**src/rtl/flappy_pkg.sv**
```systemverilog
// ---------------------------------------------------------------------------
// flappy_pkg
//   Shared definitions for the game core: coordinate width, screen size,
//   the scheduler/game FSM state encoding and the LFSR step function.
// ---------------------------------------------------------------------------
package flappy_pkg;

    localparam int COORD_W  = 10;
    localparam int SCREEN_W = 640;
    localparam int SCREEN_H = 480;

    typedef logic [COORD_W-1:0] coord_t;

    // One-hot, matching the game FSM encoding style.
    typedef enum logic [2:0] {
        ST_IDLE = 3'b001,
        ST_RUN  = 3'b010,
        ST_HOLD = 3'b100
    } pipe_state_e;

    // 16-bit Fibonacci LFSR, taps 16,14,13,11 (bit 15 is tap 16).
    function automatic logic [15:0] lfsr16_next(input logic [15:0] v);
        return {v[14:0], v[15] ^ v[13] ^ v[12] ^ v[10]};
    endfunction

endpackage

```
**src/rtl/lfsr16.sv**
```systemverilog
// ---------------------------------------------------------------------------
// lfsr16
//   Free-running 16-bit Fibonacci LFSR. Advances on every clock; reusable
//   for any randomised element of the game.
//
//   Parameters: SEED  reset value, must be non-zero
//   Ports:      Clk   system clock
//               Reset asynchronous, active-high
//               lfsr  current LFSR state
// ---------------------------------------------------------------------------
module lfsr16
    import flappy_pkg::*;
#(
    parameter logic [15:0] SEED = 16'hACE1
) (
    input  logic        Clk,
    input  logic        Reset,
    output logic [15:0] lfsr
);

    always_ff @(posedge Clk or posedge Reset) begin
        if (Reset) begin
            lfsr <= SEED;
        end else begin
            lfsr <= lfsr16_next(lfsr);
        end
    end

endmodule

```
**src/rtl/pipe_scheduler.sv**
```systemverilog
// ---------------------------------------------------------------------------
// pipe_scheduler
//   Manages the two pipe slots: spawns at the right edge, scrolls left once
//   per frame Tick, retires off-screen pipes and gives each new pipe a
//   pseudo-random gap height. An inactive slot always reads PARK_X so it can
//   never score or collide.
//
//   Optional build macro: PIPE_SPEEDUP_EN
//     defined   -> scroll speed starts at SPEED on leaving IDLE and steps up
//                  by 1 after every 8th spawn, saturating at 6.
//     undefined -> scroll speed is the constant SPEED.
//
//   Ports:
//     Clk, Reset          clock, asynchronous active-high reset
//     Tick                one-cycle frame strobe
//     Run                 level, high while the game is being played
//     Clear               one-cycle pulse, park both slots and go IDLE
//     XPipe1/YPipe1       slot 1 centre X / gap top Y
//     XPipe2/YPipe2       slot 2 centre X / gap top Y
//     Active1/Active2     slot holds a live pipe
//     SpawnPulse          high for the cycle after a slot is loaded
//
//   state | meaning
//   ------+-------------------------------------------------
//   IDLE  | slots parked, counter preset so first Tick spawns
//   RUN   | move / retire / count / spawn on each Tick
//   HOLD  | everything frozen, Tick ignored, resumes on Run
// ---------------------------------------------------------------------------
module pipe_scheduler
    import flappy_pkg::*;
#(
    parameter coord_t      SPAWN_X   = coord_t'(SCREEN_W),
    parameter coord_t      PARK_X    = 10'd1023,
    parameter logic [3:0]  SPEED     = 4'd2,
    parameter logic [7:0]  SPACING   = 8'd160,
    parameter coord_t      GAP_MIN   = 10'd60,
    parameter logic [15:0] LFSR_SEED = 16'hACE1
) (
    input  logic               Clk,
    input  logic               Reset,
    input  logic               Tick,
    input  logic               Run,
    input  logic               Clear,
    output logic [COORD_W-1:0] XPipe1,
    output logic [COORD_W-1:0] YPipe1,
    output logic [COORD_W-1:0] XPipe2,
    output logic [COORD_W-1:0] YPipe2,
    output logic               Active1,
    output logic               Active2,
    output logic               SpawnPulse
);

    // Keeps the gap on-screen should GAP_MIN ever be overridden upward.
    localparam coord_t Y_MAX = coord_t'(SCREEN_H - 1);

    pipe_state_e state, state_nxt;
    logic [7:0]  cnt, cnt_nxt;
    coord_t      x1_nxt, y1_nxt, x2_nxt, y2_nxt;
    logic        a1_nxt, a2_nxt, spawn_nxt;
    logic        work, free1, free2;

    logic [15:0] lfsr_val;
    logic        unused_lfsr_hi;
    coord_t      gap_raw, gap_y;

    logic [3:0]  speed;
    coord_t      speed_ext;

    lfsr16 #(
        .SEED (LFSR_SEED)
    ) u_lfsr (
        .Clk   (Clk),
        .Reset (Reset),
        .lfsr  (lfsr_val)
    );

    assign unused_lfsr_hi = ^lfsr_val[15:8];
    assign gap_raw        = GAP_MIN + {{(COORD_W-8){1'b0}}, lfsr_val[7:0]};
    assign gap_y          = (gap_raw > Y_MAX) ? Y_MAX : gap_raw;
    assign speed_ext      = {{(COORD_W-4){1'b0}}, speed};

`ifdef PIPE_SPEEDUP_EN
    localparam logic [3:0] SPEED_MAX = 4'd6;

    logic [3:0] speed_q, speed_nxt;
    logic [2:0] spawn_cnt_q, spawn_cnt_nxt;

    always_comb begin
        speed_nxt     = speed_q;
        spawn_cnt_nxt = spawn_cnt_q;
        if (Clear || (state == ST_IDLE && Run)) begin
            speed_nxt     = SPEED;
            spawn_cnt_nxt = 3'd0;
        end else if (spawn_nxt) begin
            spawn_cnt_nxt = spawn_cnt_q + 3'd1;
            // The 8th spawn of each group wraps the counter and steps speed.
            if (spawn_cnt_q == 3'd7 && speed_q < SPEED_MAX) begin
                speed_nxt = speed_q + 4'd1;
            end
        end
    end

    always_ff @(posedge Clk or posedge Reset) begin
        if (Reset) begin
            speed_q     <= SPEED;
            spawn_cnt_q <= 3'd0;
        end else begin
            speed_q     <= speed_nxt;
            spawn_cnt_q <= spawn_cnt_nxt;
        end
    end

    assign speed = speed_q;
`else
    assign speed = SPEED;
`endif

    always_comb begin
        state_nxt = state;
        cnt_nxt   = cnt;
        x1_nxt    = XPipe1;
        y1_nxt    = YPipe1;
        a1_nxt    = Active1;
        x2_nxt    = XPipe2;
        y2_nxt    = YPipe2;
        a2_nxt    = Active2;
        spawn_nxt = 1'b0;
        work      = 1'b0;
        free1     = ~Active1;
        free2     = ~Active2;

        case (state)
            ST_IDLE: begin
                if (Run) begin
                    state_nxt = ST_RUN;
                end
            end
            ST_RUN: begin
                work = Tick;
                if (!Run) begin
                    state_nxt = ST_HOLD;
                end
            end
            ST_HOLD: begin
                if (Run) begin
                    state_nxt = ST_RUN;
                end
            end
            default: begin
                state_nxt = ST_IDLE;
            end
        endcase

        if (work) begin
            // Move or retire; a retired slot is free for the spawn below.
            if (Active1) begin
                if (XPipe1 >= speed_ext) begin
                    x1_nxt = XPipe1 - speed_ext;
                end else begin
                    x1_nxt = PARK_X;
                    a1_nxt = 1'b0;
                    free1  = 1'b1;
                end
            end
            if (Active2) begin
                if (XPipe2 >= speed_ext) begin
                    x2_nxt = XPipe2 - speed_ext;
                end else begin
                    x2_nxt = PARK_X;
                    a2_nxt = 1'b0;
                    free2  = 1'b1;
                end
            end

            if (cnt < SPACING) begin
                cnt_nxt = cnt + 8'd1;
            end

            // Spawn decision uses the counter as it stood before this Tick;
            // with no free slot it stays saturated until one frees up.
            if (cnt == SPACING && (free1 || free2)) begin
                if (free1) begin
                    x1_nxt = SPAWN_X;
                    y1_nxt = gap_y;
                    a1_nxt = 1'b1;
                end else begin
                    x2_nxt = SPAWN_X;
                    y2_nxt = gap_y;
                    a2_nxt = 1'b1;
                end
                spawn_nxt = 1'b1;
                cnt_nxt   = 8'd1;
            end
        end

        if (Clear) begin
            state_nxt = ST_IDLE;
            cnt_nxt   = SPACING;
            x1_nxt    = PARK_X;
            y1_nxt    = GAP_MIN;
            a1_nxt    = 1'b0;
            x2_nxt    = PARK_X;
            y2_nxt    = GAP_MIN;
            a2_nxt    = 1'b0;
            spawn_nxt = 1'b0;
        end
    end

    always_ff @(posedge Clk or posedge Reset) begin
        if (Reset) begin
            state      <= ST_IDLE;
            cnt        <= SPACING;
            XPipe1     <= PARK_X;
            YPipe1     <= GAP_MIN;
            Active1    <= 1'b0;
            XPipe2     <= PARK_X;
            YPipe2     <= GAP_MIN;
            Active2    <= 1'b0;
            SpawnPulse <= 1'b0;
        end else begin
            state      <= state_nxt;
            cnt        <= cnt_nxt;
            XPipe1     <= x1_nxt;
            YPipe1     <= y1_nxt;
            Active1    <= a1_nxt;
            XPipe2     <= x2_nxt;
            YPipe2     <= y2_nxt;
            Active2    <= a2_nxt;
            SpawnPulse <= spawn_nxt;
        end
    end

endmodule

```
**config.mk**
```make
export PLATFORM = sky130hd
export DESIGN_NAME = pipe_scheduler
export DESIGN_NICKNAME = d
export VERILOG_FILES = /design/src/rtl/flappy_pkg.sv /design/src/rtl/lfsr16.sv /design/src/rtl/pipe_scheduler.sv
export SDC_FILE = /design/constraint.sdc
export NUM_CORES = 1
export LEC_CHECK = 0
export ABC_AREA = 1
export CELL_PAD_IN_SITES_DETAIL_PLACEMENT = 1
export CELL_PAD_IN_SITES_GLOBAL_PLACEMENT = 1
export CORE_AREA = 3 3 114 116
export DETAILED_ROUTE_END_ITERATION = 6
export DIE_AREA = 0 0 117 119
export GPL_TIMING_DRIVEN = 0
export PLACE_DENSITY_LB_ADDON = 0.1
export SLEW_MARGIN = 20
export SYNTH_ARGS = -nofsm -noshare
export SYNTH_HDL_FRONTEND = slang
export SYNTH_SLANG_ARGS = --single-unit
```
**constraint.sdc**
```tcl
create_clock -name Clk -period 4.1 [get_ports Clk]
set_input_delay 0.82 -clock Clk [delete_from_list [all_inputs] [get_ports Clk]]
set_output_delay 0.82 -clock Clk [all_outputs]
set_load 0.02 [all_outputs]
```
==> results.sh, run 1 <==
export IMPL_pwr_share_comb_pct=15.3
export IMPL_crit_slowest_cell="clkdlybuf4s50_1"
export IMPL_crit_chain="clkdlybuf4s50_1"
export IMPL_synth_xor_area_share_pct=3.631
export IMPL_yosys_mux_area_fraction_pct=0
export IMPL_fin_tns_setup_ns=0
export IMPL_dp_slack_ns=1.632
export IMPL_row_count=40
export IMPL_power_switching_mw=0.5014
export IMPL_area_growth_pct=26.45
export IMPL_drc=0
export IMPL_worst_pin_slew_ns=0.5137
export IMPL_crit_reg2reg_launch="state[2]"
export IMPL_ctsRootBufferMaster="clkbuf_16"
export IMPL_clockPowerShare_pct=43.5
export IMPL_skew_ns=0.004780
export IMPL_seqCellArea_um2=1750
export IMPL_netlist_instances=411
export IMPL_ant_nets=0
export IMPL_clkLatencyLatePin_ns=0.34
export IMPL_grt_max_degree=50
export IMPL_crit_end="XPipe2[8]"
export IMPL_ioPinCount=48
export IMPL_clock_path_buffers=2
export IMPL_crit_family="buffers and inverters"
export IMPL_hold_buffers=0
export IMPL_fin_ws_ns=1.708
export IMPL_synth_adder_area_share_pct=2.075
export IMPL_synth_area_um2=3618
export IMPL_synth_simple_area_share_pct=29.63
export IMPL_grt_usage_pct=15.61
export IMPL_p_leak_nw=2.007
export IMPL_rsz0062_at_grt="no"
export IMPL_num_antenna_cells=0
export IMPL_powerDensity_nw_per_um2=398.2
export IMPL_route_final_wire_length_mm=10.07
export IMPL_synth_top_family_by_area="simple AND/OR/NAND/NOR gates"
export IMPL_synth_compound_area_share_pct=8.990
export IMPL_n_fill_cell=1418
export IMPL_crit_required_ns=3.28
export IMPL_r2r_slack_ns=2.34
export IMPL_grt_pass1_wl_mm=16.66
export IMPL_coreArea_um2=12010
export IMPL_pwr_share_seq_pct=41.1
export IMPL_ir_drop_uv=175.6
export IMPL_finalHoldViolations=0
export IMPL_drive_above_1_share_pct=24.10
export IMPL_drt_initial_drc_count=167
export IMPL_synth_ff_type="dfstp_2"
export IMPL_maxSlewHeadroom_pct=65.75
export IMPL_finalCritPeriodShare_pct=58.34
export IMPL_path_buf_inv=1
export IMPL_max_freq_ghz=0.4181
export IMPL_cts_setup_buffers=0
export IMPL_crit_path_start_kind="flip-flop"
export IMPL_reg2regPathDepth=8
export IMPL_numCtsBuffers=9
export IMPL_ys_warn_count=0
export IMPL_antenna_found_initial=0
export IMPL_path_depth=1
export IMPL_holdPathStages=0
export IMPL_die_h_um=119
export IMPL_cts_resized=0
export IMPL_path_clk_slew_ns=0.05
export IMPL_dp_hpwl_mm=7.208
export IMPL_cts_tree="yes"
export IMPL_setup_violations=0
export IMPL_endpoint_kind="output pin"
export IMPL_grt_overflow_total=0
export IMPL_vias=2918
export IMPL_synth_area_per_cell_um2=8.804
export IMPL_layout_min_cycle_time_ns=2.392
export IMPL_intPower_mw=1.321
export IMPL_first_pass_iters=4
export IMPL_htreeDepth=3
export IMPL_switching_share_pct=27.52
export IMPL_rr_endpoint="XPipe1[9]"
export IMPL_routed_via_density=4.706
export IMPL_synth_edf_count=0
export IMPL_wire_per_inst_um=16.24
export IMPL_place_gp_congestion=0.7650
export IMPL_outcome="finished, final reports clean"
export IMPL_numPortBuffers=44
export IMPL_critPathMaxStageDelay_ns=0.64
export IMPL_critPathArrivalTime_ns=1.57
export IMPL_multi_input_area_um2=1612
export IMPL_yosysSeqAreaShare_pct=48.37
export IMPL_holdCritPathClass="reg2reg"
export IMPL_final_nets=479
export IMPL_crit_path_start="XPipe2[8]"
export IMPL_fp_dieW_um=117
export IMPL_report_final_slew_viol_count=0
export IMPL_ys_types=42
export IMPL_synthArstFlopShare_pct=100.0
export IMPL_crit_path_max_fanout=4
export IMPL_die_area_um2=13920
export IMPL_worstSetupPathType="reg2out"
export IMPL_start_util_pct=30.12
export IMPL_ys_ff_latch=68
export IMPL_clock_sinks=68
export IMPL_cap_viol_max_count=0
export IMPL_grt_pass1_vias=3057
how the worst min path moves through the flow:
stage,startpoint,end
after floorplan,u_lfsr.lfsr[8],u_lfsr.lfsr[9]
after global placement,u_lfsr.lfsr[8],u_lfsr.lfsr[9]
after detailed placement,u_lfsr.lfsr[8],u_lfsr.lfsr[9]
after CTS,u_lfsr.lfsr[8],u_lfsr.lfsr[9]
after global routing,u_lfsr.lfsr[8],u_lfsr.lfsr[9]
final,u_lfsr.lfsr[8],u_lfsr.lfsr[9]
cell type report:
class | instances | share of cell area (%)
Tap cell | 147 | 4.020
Clock buffer | 14 | 5.770
Inverter | 49 | 4.074
Clock inverter | 2 | 0.7657
Buffer | 11 | 1.668
Multi-Input combinational cell | 284 | 35.22
Sequential cell | 68 | 38.26
Timing Repair Buffer | 45 | 10.23
power groups by stage:
stage | sequential (mW) | combinational [mW] | clock, mW
2_1_floorplan | 0.776 | 0.166 | 0
3_3_place_gp | 0.759 | 0.275 | 0
3_5_place_dp | 0.761 | 0.284 | 0
4_1_cts | 0.750 | 0.285 | 0.816
5_1_grt | 0.755 | 0.306 | 0.847
6_report | 0.750 | 0.279 | 0.793
metrics by stage:
| stage | hold WS [ns] | instances | utilization, % | instance area [um^2] | total power, mW |
|---|---|---|---|---|---|
| after floorplan | 0.3312 | 412 | - | 3622 | 0.9422 |
| after global placement | 0.3321 | 603 | 35.35 | 4247 | 1.034 |
| after detailed placement | 0.3364 | 604 | 35.60 | 4277 | 1.044 |
| after CTS | 0.3485 | 620 | 38.09 | 4576 | 1.851 |
| after global routing | 0.3630 | 620 | 38.09 | 4576 | 1.907 |
| final | 0.3463 | 620 | 38.09 | 4576 | 1.822 |
flip-flops by register name, summed over array words and instances, names as in the netlist:
name / count
YPipe2: 9
Active1: 1
cnt: 8
SpawnPulse: 1
XPipe1: 10
YPipe1: 9
XPipe2: 10
u_lfsr.lfsr: 16
Active2: 1
state: 3
cells in the mapped netlist, types with 2 or more instances:
cell type,number,area [um^2]
dfstp_2,39,1025
nor2_4,4,45.04
nor3_2,2,20.02
o21ai_0,25,125.1
nor2_1,28,105.1
nand2_1,105,394.1
dfrtp_1,29,725.7
ha_1,6,75.07
o21ai_4,2,32.53
o21ai_1,2,10.01
xnor2_1,6,52.55
nor3_1,4,20.02
a21oi_1,9,45.04
nand3_2,3,30.03
xor2_1,9,78.83
nand3_4,2,35.03
o22ai_1,4,25.02
inv_2,7,26.28
nand2_4,6,67.56
buf_6,2,22.52
inv_1,42,157.7
nor2_8,2,40.04
nor2_2,4,25.02
nand4_1,3,18.77
nand3_1,27,135.1
buf_4,4,30.03
o211ai_1,6,45.04
buf_2,3,15.01
nand2_2,13,81.33
kinds of logic (layout without fill, tap and decap cells):
group                    after synthesis  after routing
XOR/XNOR                              15             15
other                                  1              2
buffers and inverters                 60            121
AND/OR/NAND/NOR                      209            209
AO/OA/AOI/OAI                         52             52
flip-flops                            68             68
adder cells (fa/ha/maj)                6              6
layout by cell type, fill, tap and decap left out, types with 7 or more instances in the layout:
master,netlist,routed
nand2_1,105,105
inv_2,7,7
nor2_1,28,28
clkdlybuf4s50_1,0,44
a21oi_1,9,9
clkbuf_16,0,9
xor2_1,9,9
dfrtp_1,29,29
nand3_1,27,27
nand2_2,13,13
o21ai_0,25,25
dfstp_2,39,39
inv_1,42,41
layer usage:
metal  vias up  track usage (%)  part of all wire, %
met3        11            4.878                  3.2
met1      1446            21.66                   49
met4         0            4.301                  1.3
met5         -                0                    0
met2        38            23.36                   46
li1       1423                -                    -
Power figures use the tool's default switching activity.
==> inputs of run 2 (changes only) <==
==> constraint.sdc (replaced) <==
create_clock -name Clk -period 2.2 [get_ports Clk]
set_input_delay 0.44 -clock Clk [delete_from_list [all_inputs] [get_ports Clk]]
set_output_delay 0.44 -clock Clk [all_outputs]
set_load 0.02 [all_outputs]
==> results of run 2 <==
Same layout as run 1 (identical final DEF). Status: finished, final reports clean.
Among the figures that moved: setup slack after placement 1.632 ns -> 0.1117 ns; setup slack after layout 1.708 ns -> 0.1880 ns; register-to-register setup slack 2.34 ns -> 0.44 ns; total power 1.822 mW -> 3.396 mW; worst IR drop on VDD 175.6 uV -> 327.2 uV
==> inputs of run 3 (changes only) <==
--- a/config.mk
+++ b/config.mk
@@ -12,8 +12,10 @@
 export DETAILED_ROUTE_END_ITERATION = 6
 export DIE_AREA = 0 0 117 119
 export GPL_TIMING_DRIVEN = 0
-export PLACE_DENSITY_LB_ADDON = 0.1
+export PLACE_DENSITY_LB_ADDON = 0.12
+export SKIP_LAST_GASP = 1
 export SLEW_MARGIN = 20
 export SYNTH_ARGS = -nofsm -noshare
 export SYNTH_HDL_FRONTEND = slang
+export SYNTH_HIERARCHICAL = 1
 export SYNTH_SLANG_ARGS = --single-unit
==> results.sh, run 3 <==
export IMPL_outcome="finished, final reports clean"
export IMPL_fp_dieW_um=117
export IMPL_dp_slack_ns=0.07891
export IMPL_skew_ns=0.005171
export IMPL_setup_violations=0
export IMPL_powerDensity_nw_per_um2=766.0
export IMPL_path_clk_slew_ns=0.06
export IMPL_coreArea_um2=12010
export IMPL_ant_nets=0
export IMPL_switching_share_pct=26.82
export IMPL_start_util_pct=29.68
export IMPL_synth_area_per_cell_um2=8.232
export IMPL_clock_path_buffers=2
export IMPL_clkLatencyLatePin_ns=0.34
export IMPL_place_gp_congestion=0.7825
export IMPL_intPower_mw=2.546
export IMPL_critPathArrivalTime_ns=1.54
export IMPL_yosysSeqAreaShare_pct=49.10
export IMPL_netlist_instances=433
export IMPL_fin_tns_setup_ns=0
export IMPL_ir_drop_uv=579.1
export IMPL_placed_area_um2=4215
export IMPL_p_leak_nw=2.094
export IMPL_clockPowerShare_pct=45.7
export IMPL_finalCritPeriodShare_pct=90.04
export IMPL_grt_usage_pct=15.66
export IMPL_crit_path_max_fanout=5
export IMPL_pwr_share_comb_pct=14.7
export IMPL_rsz0062_at_grt="no"
export IMPL_largest_register_ffs=16
export IMPL_antenna_found_initial=0
export IMPL_fin_ws_ns=0.2192
export IMPL_clock_sinks=68
export IMPL_endpoint_kind="output pin"
export IMPL_layout_min_cycle_time_ns=1.981
export IMPL_first_pass_iters=4
export IMPL_grt_pass1_wl_mm=16.73
export IMPL_drive_above_1_share_pct=20.40
export IMPL_holdCritPathClass="reg2reg"
export IMPL_top_register="u_lfsr/lfsr"
export IMPL_cap_viol_max_count=0
export IMPL_ys_warn_count=6
export IMPL_max_freq_ghz=0.5048
export IMPL_numPortBuffers=44
export IMPL_finalInstanceArea_um2=4542
export IMPL_reg_top3="u_lfsr/lfsr x16, XPipe1 x10, XPipe2 x10"
export IMPL_cts_resized=0
export IMPL_synth_area_leaders="dfstp_2 (29%), dfrtp_1 (20%), nand2_1 (13%)"
export IMPL_grt_overflow_total=0
export IMPL_finalHoldViolations=0
export IMPL_placed_cells=626
export IMPL_crit_slowest_cell="clkdlybuf4s50_1"
export IMPL_die_area_um2=13920
export IMPL_grt_pass1_vias=3200
export IMPL_row_count=40
export IMPL_cts_setup_buffers=0
export IMPL_synth_ff_type="dfstp_2"
export IMPL_synth_edf_count=0
export IMPL_r2r_slack_ns=0.30
export IMPL_mostFrequentLayoutCell="nand2_1"
export IMPL_synth_most_common_cell="nand2_1"
export IMPL_grt_max_degree=31
export IMPL_crit_family="buffers and inverters"
export IMPL_path_buf_inv=1
export IMPL_cts_tree="yes"
export IMPL_report_final_slew_viol_count=0
export IMPL_final_cells=642
export IMPL_ctsRootBufferMaster="clkbuf_16"
export IMPL_crit_chain="clkdlybuf4s50_1"
export IMPL_dp_hpwl_mm=7.205
export IMPL_crit_required_ns=1.76
export IMPL_vias=2974
export IMPL_wire_per_inst_um=15.17
export IMPL_numCtsBuffers=9
export IMPL_synth_area_um2=3565
export IMPL_final_nets=501
export IMPL_hold_buffers=0
export IMPL_drc=0
export IMPL_die_h_um=119
export IMPL_crit_path_start_kind="flip-flop"
export IMPL_worst_pin_slew_ns=0.6141
export IMPL_drt_initial_drc_count=103
export IMPL_critPathMaxStageDelay_ns=0.62
export IMPL_synth_top_cells_by_count="nand2_1 (128), inv_1 (44), dfstp_2 (39), nand3_1 (33), nor2_1 (31)"
export IMPL_ys_types=38
export IMPL_routed_via_density=4.632
export IMPL_area_growth_pct=27.41
export IMPL_synthArstFlopShare_pct=100.0
export IMPL_maxSlewHeadroom_pct=59.06
export IMPL_route_final_wire_length_mm=9.742
export IMPL_num_antenna_cells=0
export IMPL_power_switching_mw=0.9331
export IMPL_ys_ff_latch=68
export IMPL_pwr_share_seq_pct=39.6
export IMPL_worstSetupPathType="reg2out"
export IMPL_htreeDepth=3
export IMPL_yosysTopAreaCell="dfstp_2"
export IMPL_yosysTopAreaCellShare_pct=28.75
export IMPL_final_cell_mix="nand2_1 (128), clkdlybuf4s50_1 (44), inv_1 (43)"
export IMPL_ioPinCount=48
export IMPL_n_fill_cell=1456
-- run 3: cell count changes after synthesis, moves of 3 or more --
| cell | previous run | this run |
|---|---|---|
| nand2_1 | 105 | 128 |
| a21oi_1 | 9 | 16 |
| nand2_2 | 13 | 6 |
| nand3_1 | 27 | 33 |
| o21ai_2 | 0 | 4 |
| o22ai_1 | 4 | 0 |
| nand2_4 | 6 | 3 |
| nand3_2 | 3 | 0 |
| nor2_1 | 28 | 31 |
| nor3_1 | 4 | 7 |
| xnor2_1 | 6 | 3 |
-- run 3: metal layers --
layer / global-route usage, % / vias up / routed length (um)
li1: - / 1482 / -
met1: 19.86 / 1447 / 4431
met2: 25.32 / 38 / 4874
met3: 5.234 / 7 / 337
met4: 4.301 / 0 / 99
met5: 0 / - / 0
-- run 3: cell families (layout without fill, tap and decap cells) --
| group | after synthesis | count (layout) | share of synthesized area (%) |
|---|---|---|---|
| AO/OA/AOI/OAI | 54 | 54 | 8.880 |
| XOR/XNOR | 13 | 13 | 3.194 |
| adder cells (fa/ha/maj) | 6 | 6 | 2.106 |
| buffers and inverters | 63 | 124 | 7.687 |
| flip-flops | 68 | 68 | 49.10 |
| other | 1 | 2 | 0.1052 |
| AND/OR/NAND/NOR | 228 | 228 | 28.92 |
-- run 3: path summary, 6_finish.rpt --
kind                                  from               to  depth (start not counted)
max                              XPipe1[5]        XPipe1[5]                          1
min                        u_lfsr/lfsr[14]  u_lfsr/lfsr[15]                          0
max reg2reg                         cnt[0]        YPipe2[0]                         10
min reg2reg                u_lfsr/lfsr[14]  u_lfsr/lfsr[15]                          0
max in group asynchronous            Reset        XPipe2[4]                          3
min in group asynchronous            Reset        YPipe1[7]                          2
-- run 3: final cells by class --
cell class | instances | area [um^2] | share of cell area [%]
sequential | 68 | 1750 | 38.54
multi-input combinational | 303 | 1544 | 33.99
inverter | 51 | 193.9 | 4.270
buffer | 12 | 82.58 | 1.818
tap | 147 | 183.9 | 4.050
clock inverter | 6 | 87.58 | 1.928
timing repair buffer | 45 | 460.4 | 10.14
clock buffer | 10 | 239.0 | 5.262
-- run 3: through the flow --
| stage | hold WS (ns) | total power, mW | utilization, % |
|---|---|---|---|
| final | 0.3557 | 3.479 | 37.81 |
| after detailed placement | 0.3403 | 1.926 | 35.09 |
| after global routing | 0.3713 | 3.671 | 37.81 |
| after CTS | 0.3615 | 3.556 | 37.81 |
| after global placement | 0.3359 | 1.908 | 34.91 |
| after floorplan | 0.3312 | 1.737 | - |
-- run 3: power by group through the flow --
| stage | logic (mW) | registers [mW] | clock network, mW |
|---|---|---|---|
| CTS | 0.527 | 1.38 | 1.65 |
| floorplan | 0.300 | 1.44 | 0 |
| finish | 0.511 | 1.38 | 1.59 |
| global route | 0.576 | 1.39 | 1.71 |
| global placement | 0.508 | 1.40 | 0 |
| detailed placement | 0.525 | 1.40 | 0 |
